### src/rtl/prog_loader.sv
// prog_loader: sequences the shared 8-bit bus to write a program image into
// the RAM while the core is frozen, then restarts the core at address 0.
// Each byte costs three cycles: FETCH (handshake), ADDR (mi), DATA (ri).
// Optional feature: define LOADER_CSUM_EN to require a trailing modulo-256
// checksum byte; a mismatch sets err and keeps the core frozen.
module prog_loader #(
    parameter int ADDR_W = 4,
    parameter int DATA_W = 8,
    parameter int DEPTH  = 16
) (
    input  logic              clk,
    input  logic              rst,
    input  logic              start,
    input  logic [4:0]        len,
    input  logic [DATA_W-1:0] in_data,
    input  logic              in_valid,
    output logic              in_ready,
    output logic [DATA_W-1:0] bus_out,
    output logic              bus_oe,
    output logic              mi,
    output logic              ri,
    output logic              core_hold,
    output logic              core_rst,
    output logic              busy,
    output logic              done,
    output logic              err
);

    localparam int LEN_W = 5;

    typedef enum logic [2:0] {
        S_IDLE,
        S_HOLD,
        S_FETCH,
        S_ADDR,
        S_DATA,
        S_RELEASE,
        S_DONE
`ifdef LOADER_CSUM_EN
        , S_CSUM
`endif
    } state_t;

    state_t            state, state_d;
    logic [LEN_W-1:0]  n_q;
    logic [ADDR_W-1:0] addr_q;
    logic [DATA_W-1:0] byte_q;
    logic              hold_c;
    logic              last_byte;
    logic [LEN_W-1:0]  len_clamped;

    assign len_clamped = (len > LEN_W'(DEPTH)) ? LEN_W'(DEPTH) : len;
    assign last_byte   = (LEN_W'(addr_q) == n_q - LEN_W'(1));

`ifdef LOADER_CSUM_EN
    logic [DATA_W-1:0] sum_q;
    logic              err_q;
    logic              lock_q;   // keeps the core frozen after a bad image

    assign err       = err_q;
    assign core_hold = hold_c | lock_q;
`else
    assign err       = 1'b0;
    assign core_hold = hold_c;
`endif

    // State register plus the datapath registers each state owns.
    always_ff @(posedge clk) begin
        // NOTE: sequential state uses non-blocking assignments so every
        // register samples pre-edge values and simulation matches hardware.
        if (rst) begin
            state  <= S_IDLE;
            n_q    <= '0;
            addr_q <= '0;
            byte_q <= '0;
`ifdef LOADER_CSUM_EN
            sum_q  <= '0;
            err_q  <= 1'b0;
            lock_q <= 1'b0;
`endif
        end else begin
            state <= state_d;
            case (state)
                S_IDLE: begin
                    if (start) begin
                        n_q    <= len_clamped;
                        addr_q <= '0;
`ifdef LOADER_CSUM_EN
                        sum_q  <= '0;
                        err_q  <= 1'b0;
`endif
                    end
                end
                S_FETCH: begin
                    if (in_valid) byte_q <= in_data;
                end
                S_DATA: begin
                    if (!last_byte) addr_q <= addr_q + ADDR_W'(1);
`ifdef LOADER_CSUM_EN
                    sum_q <= sum_q + byte_q;
`endif
                end
`ifdef LOADER_CSUM_EN
                S_CSUM: begin
                    if (in_valid) begin
                        if (in_data == sum_q) begin
                            lock_q <= 1'b0;
                        end else begin
                            err_q  <= 1'b1;
                            lock_q <= 1'b1;
                        end
                    end
                end
`endif
                default: ;
            endcase
        end
    end

    // Next-state and Moore outputs decoded from the current state.
    always_comb begin
        // NOTE: every output gets a default first so no path leaves one
        // unassigned, which would otherwise infer a latch.
        state_d  = state;
        in_ready = 1'b0;
        bus_out  = '0;
        bus_oe   = 1'b0;
        mi       = 1'b0;
        ri       = 1'b0;
        hold_c   = 1'b0;
        core_rst = 1'b0;
        busy     = 1'b0;
        done     = 1'b0;
        case (state)
            S_IDLE: begin
                if (start) state_d = S_HOLD;
            end
            S_HOLD: begin
                hold_c = 1'b1;
                busy   = 1'b1;
`ifdef LOADER_CSUM_EN
                state_d = (n_q == '0) ? S_CSUM : S_FETCH;
`else
                state_d = (n_q == '0) ? S_RELEASE : S_FETCH;
`endif
            end
            S_FETCH: begin
                hold_c   = 1'b1;
                busy     = 1'b1;
                in_ready = 1'b1;
                if (in_valid) state_d = S_ADDR;
            end
            S_ADDR: begin
                hold_c  = 1'b1;
                busy    = 1'b1;
                bus_oe  = 1'b1;
                mi      = 1'b1;
                bus_out = DATA_W'(addr_q);
                state_d = S_DATA;
            end
            S_DATA: begin
                hold_c  = 1'b1;
                busy    = 1'b1;
                bus_oe  = 1'b1;
                ri      = 1'b1;
                bus_out = byte_q;
`ifdef LOADER_CSUM_EN
                state_d = last_byte ? S_CSUM : S_FETCH;
`else
                state_d = last_byte ? S_RELEASE : S_FETCH;
`endif
            end
`ifdef LOADER_CSUM_EN
            S_CSUM: begin
                hold_c   = 1'b1;
                busy     = 1'b1;
                in_ready = 1'b1;
                if (in_valid) state_d = (in_data == sum_q) ? S_RELEASE : S_IDLE;
            end
`endif
            S_RELEASE: begin
                hold_c   = 1'b1;
                busy     = 1'b1;
                core_rst = 1'b1;
                state_d  = S_DONE;
            end
            S_DONE: begin
                done    = 1'b1;
                state_d = S_IDLE;
            end
            default: state_d = S_IDLE;
        endcase
    end

endmodule

### config.mk
export PLATFORM = sky130hd
export DESIGN_NAME = prog_loader
export DESIGN_NICKNAME = d
export VERILOG_FILES = /design/src/rtl/prog_loader.sv
export SDC_FILE = /design/constraint.sdc
export NUM_CORES = 1
export LEC_CHECK = 0
export CORE_ASPECT_RATIO = 0.7
export CORE_MARGIN = 1.5
export CORE_UTILIZATION = 45
export DETAILED_ROUTE_END_ITERATION = 8
export PLACE_DENSITY = 0.78
export SYNTH_ARGS = -nofsm -noshare
export SYNTH_HDL_FRONTEND = slang
export SYNTH_SLANG_ARGS = --single-unit
### constraint.sdc
create_clock -name clk -period 2.2 [get_ports clk]
set_input_delay 0.33 -clock clk [delete_from_list [all_inputs] [get_ports clk]]
set_output_delay 0.33 -clock clk [all_outputs]
set_load 0.01 [all_outputs]
==> impl_metrics.ini <==
[status]
status = finished, final reports clean

[hold_path]
min_from = byte_q[6]$_SDFFE_PP0P_
hp-class = flop to flop
whs_endpoint = byte_q[6]$_SDFFE_PP0P_
min_path_cells = 2

[setup_path]
required_ps = 1870
reg2reg_from = n_q[0]$_SDFFE_PP0P_
slowest_stage = dfxtp_2
regToRegSetupSlack_ps = 180
worstPathArrival_ps = 1810
critPathLaunchType = flop
r2r_end = addr_q[3]$_SDFFE_PP0P_
worstPathCellList = nor3_1 > buf_4 > or2_2 > clkdlybuf4s50_1
critPathMaxFanout = 13
path_class = flop to output port
end_kind = output port
critPathMaxStageDelay_ps = 480
ff2ff_path_depth = 7

[logic_synthesis]
yosys_warnings = 0
netlist_instances = 135
syn_avg_cell_area_um2 = 8.12
synth_edf_count = 0
synth_seq_cells = 20
async_flop_share_pct = 0
syn_area_um2 = 1100
ys_seq_area_share_pct = 36.5
netlist-cell-type-count = 34
synth_commonest_cells = 20 x dfxtp_1, 20 x nor2_1, 12 x a21oi_1
synth_top_cell_by_area = dfxtp_1
synthesis.nets = 154
yosys_most_used_dff = dfxtp_1
synth_top_area_share_pct = 36.5
synth.area.top_cells = dfxtp_1 37%, mux2i_1 7.3%, nor2_1 6.8%

[layout]
drive_gt1_share_pct = 10.7
design_area_um2 = 1520
register_area_um2 = 409
fin_nets = 188
area_growth_pct = 39.0
fill_cells = 188
diodes = 0
multiInputGateArea_um2 = 651

[floorplanning]
die_y_um = 44.3
rows = 14
fp.dieW_um = 62.0
dieArea_um2 = 2750
core_region_area_um2 = 2220
io_pins = 34
start_util_pct = 49.3

[power]
clkPwrFrac_pct = 16.9
power_frac_seq_pct = 39.9
swShare_pct = 38.8
power_frac_comb_pct = 43.2
powerDensity_nw_per_um2 = 845
internal_power_uw = 788
switchingPower_uw = 500
p_leak_nw = 0.639
total_power_mw = 1.29
peakVddDrop_uv = 624

[sta]
tightest_slew_ps = 558
fin_skew_ps = 8.50
drv_slew = 0
fin_crit_ps = 2140
max_slew_margin_pct = 62.7
setup_viol_count_final = 0
rsz0062_at_grt = false
final.setup.tns_ps = 0
period_share_pct = 97.4
hold_viol = 0
max_freq_mhz = 467

[job]
cap_violations = 0

[routing]
num_vias = 1099
drtIter0Drc = 76
routed_wl_um = 2860
antenna_left = 0
wl_per_cell_um = 14.3
drc = 0
avgViaCountPerCell = 5.50
firstDrtPassIters = 4

[cts]
root_buffer = clkbuf_4
numCtsBuffers = 3
clock-sinks = 20
htree_levels = 1
clk_pin_slew_worst_paths_ps = 110
cts_tree = yes
worstSkewPairLatency_ps = 310
clockBufferDepth = 2

[global_routing]
antenna_found_initial = 0
grt_max_degree = 20
grt_pass1_vias = 976
grt_usage_pct = 22.9
grt_pass1_wl_um = 4640
gr-total-overflow = 0

[placement]
gp_congestion = 0.766
place_area_um2 = 1460
dp_hpwl_um = 2100
io_buffers = 32
-- cells by family after synthesis --
| family | Yosys count | share of synthesized area (%) |
|---|---|---|
| multiplexers | 8 | 7.31 |
| XOR/XNOR | 5 | 5.25 |
| AND/OR/NAND/NOR | 54 | 25.3 |
| other | 1 | 0.342 |
| buffers and inverters | 14 | 5.48 |
| AO/OA/AOI/OAI | 31 | 17.5 |
| flip-flops | 20 | 36.5 |
| adder cells (fa/ha/maj) | 2 | 2.28 |
-- state kept, by name, summed over array words and instances, names as in the netlist --
register / flops
byte_q: 8
n_q: 5
addr_q: 4
state: 3
-- worst max-delay path by stage --
stage	startpoint	end	depth (start not counted)
6_report	state[0]$_SDFFE_PP0P_	bus_oe	4
5_1_grt	state[0]$_SDFFE_PP0P_	bus_oe	4
4_1_cts	state[1]$_SDFFE_PP0P_	bus_out[4]	3
3_5_place_dp	n_q[0]$_SDFFE_PP0P_	addr_q[3]$_SDFFE_PP0P_	7
3_3_place_gp	n_q[0]$_SDFFE_PP0P_	addr_q[3]$_SDFFE_PP0P_	7
2_1_floorplan	n_q[0]$_SDFFE_PP0P_	addr_q[3]$_SDFFE_PP0P_	7
-- power groups by stage --
stage / Combinational (mW) / Sequential, mW / Clock (mW)
global placement: 0.529 / 0.497 / 0
floorplan: 0.372 / 0.458 / 0
finish: 0.556 / 0.514 / 0.217
detailed placement: 0.537 / 0.504 / 0
CTS: 0.544 / 0.501 / 0.221
global route: 0.612 / 0.526 / 0.235
-- placed cells by master, fill, tap and decap left out, drive strengths merged --
| cell type | netlist | layout |
|---|---|---|
| a22o | 4 | 4 |
| o31ai | 1 | 1 |
| inv | 6 | 6 |
| a31oi | 1 | 1 |
| mux2i | 8 | 8 |
| nand3b | 1 | 1 |
| a21oi | 12 | 12 |
| dfxtp | 20 | 20 |
| dlymetal6s2s | 0 | 3 |
| conb | 1 | 1 |
| o21ai | 7 | 7 |
| buf | 2 | 5 |
| xnor2 | 2 | 2 |
| clkbuf | 6 | 4 |
| nor4 | 2 | 2 |
| and3 | 6 | 6 |
| nor2 | 21 | 21 |
| xor2 | 2 | 2 |
| a32oi | 1 | 1 |
| a22oi | 1 | 1 |
| o41ai | 1 | 1 |
| nor3b | 4 | 4 |
| a21boi | 1 | 1 |
| xnor3 | 1 | 1 |
| or2 | 1 | 1 |
| nand3 | 2 | 2 |
| clkdlybuf4s50 | 0 | 29 |
| or4 | 1 | 1 |
| o211ai | 2 | 2 |
| ha | 2 | 2 |
| nand2 | 8 | 8 |
| or4b | 2 | 2 |
| nor3 | 4 | 4 |
| or3b | 1 | 1 |
| nor2b | 1 | 1 |
-- layer usage --
layer	track usage, %	vias up	share of wire [%]
met4	3.83	0	0.73
met1	33.3	523	48
met3	5.26	4	5.0
met5	0	-	0
met2	35.0	26	46
li1	-	546	-
-- what timing repair did --
item                       4_1_cts  5_1_grt
setup endpoints to repair       12       12
resized for setup                3        9
setup buffers                    0        0
hold buffers                     0        0
-- critical path: cells and delay by family, from the launching register on --
| family | cells | cell delay, ps |
|---|---|---|
| DFF | 1 | 480 |
| and+or+nand+nor | 2 | 380 |
| buffers and inverters | 2 | 650 |
-- final cells by class --
cell class                 count  area share (%)
inverter                       6            1.48
sequential                    20            26.8
clock buffer                   4            2.38
multi-input combinational    101            42.7
tap                           32            2.63
timing repair buffer          37            24.0
-- metrics by stage --
step                std cells  setup slack (ps)  util (%)  hold slack [ps]
finish                    200              58.0      68.5              500
global route              200              7.52      68.5              522
CTS                       200              31.5      67.3              505
detailed placement        196               192      65.5              482
global placement          196               293      65.5              466
floorplan                 135               367         -              446
(Power assumes the default switching activity.)
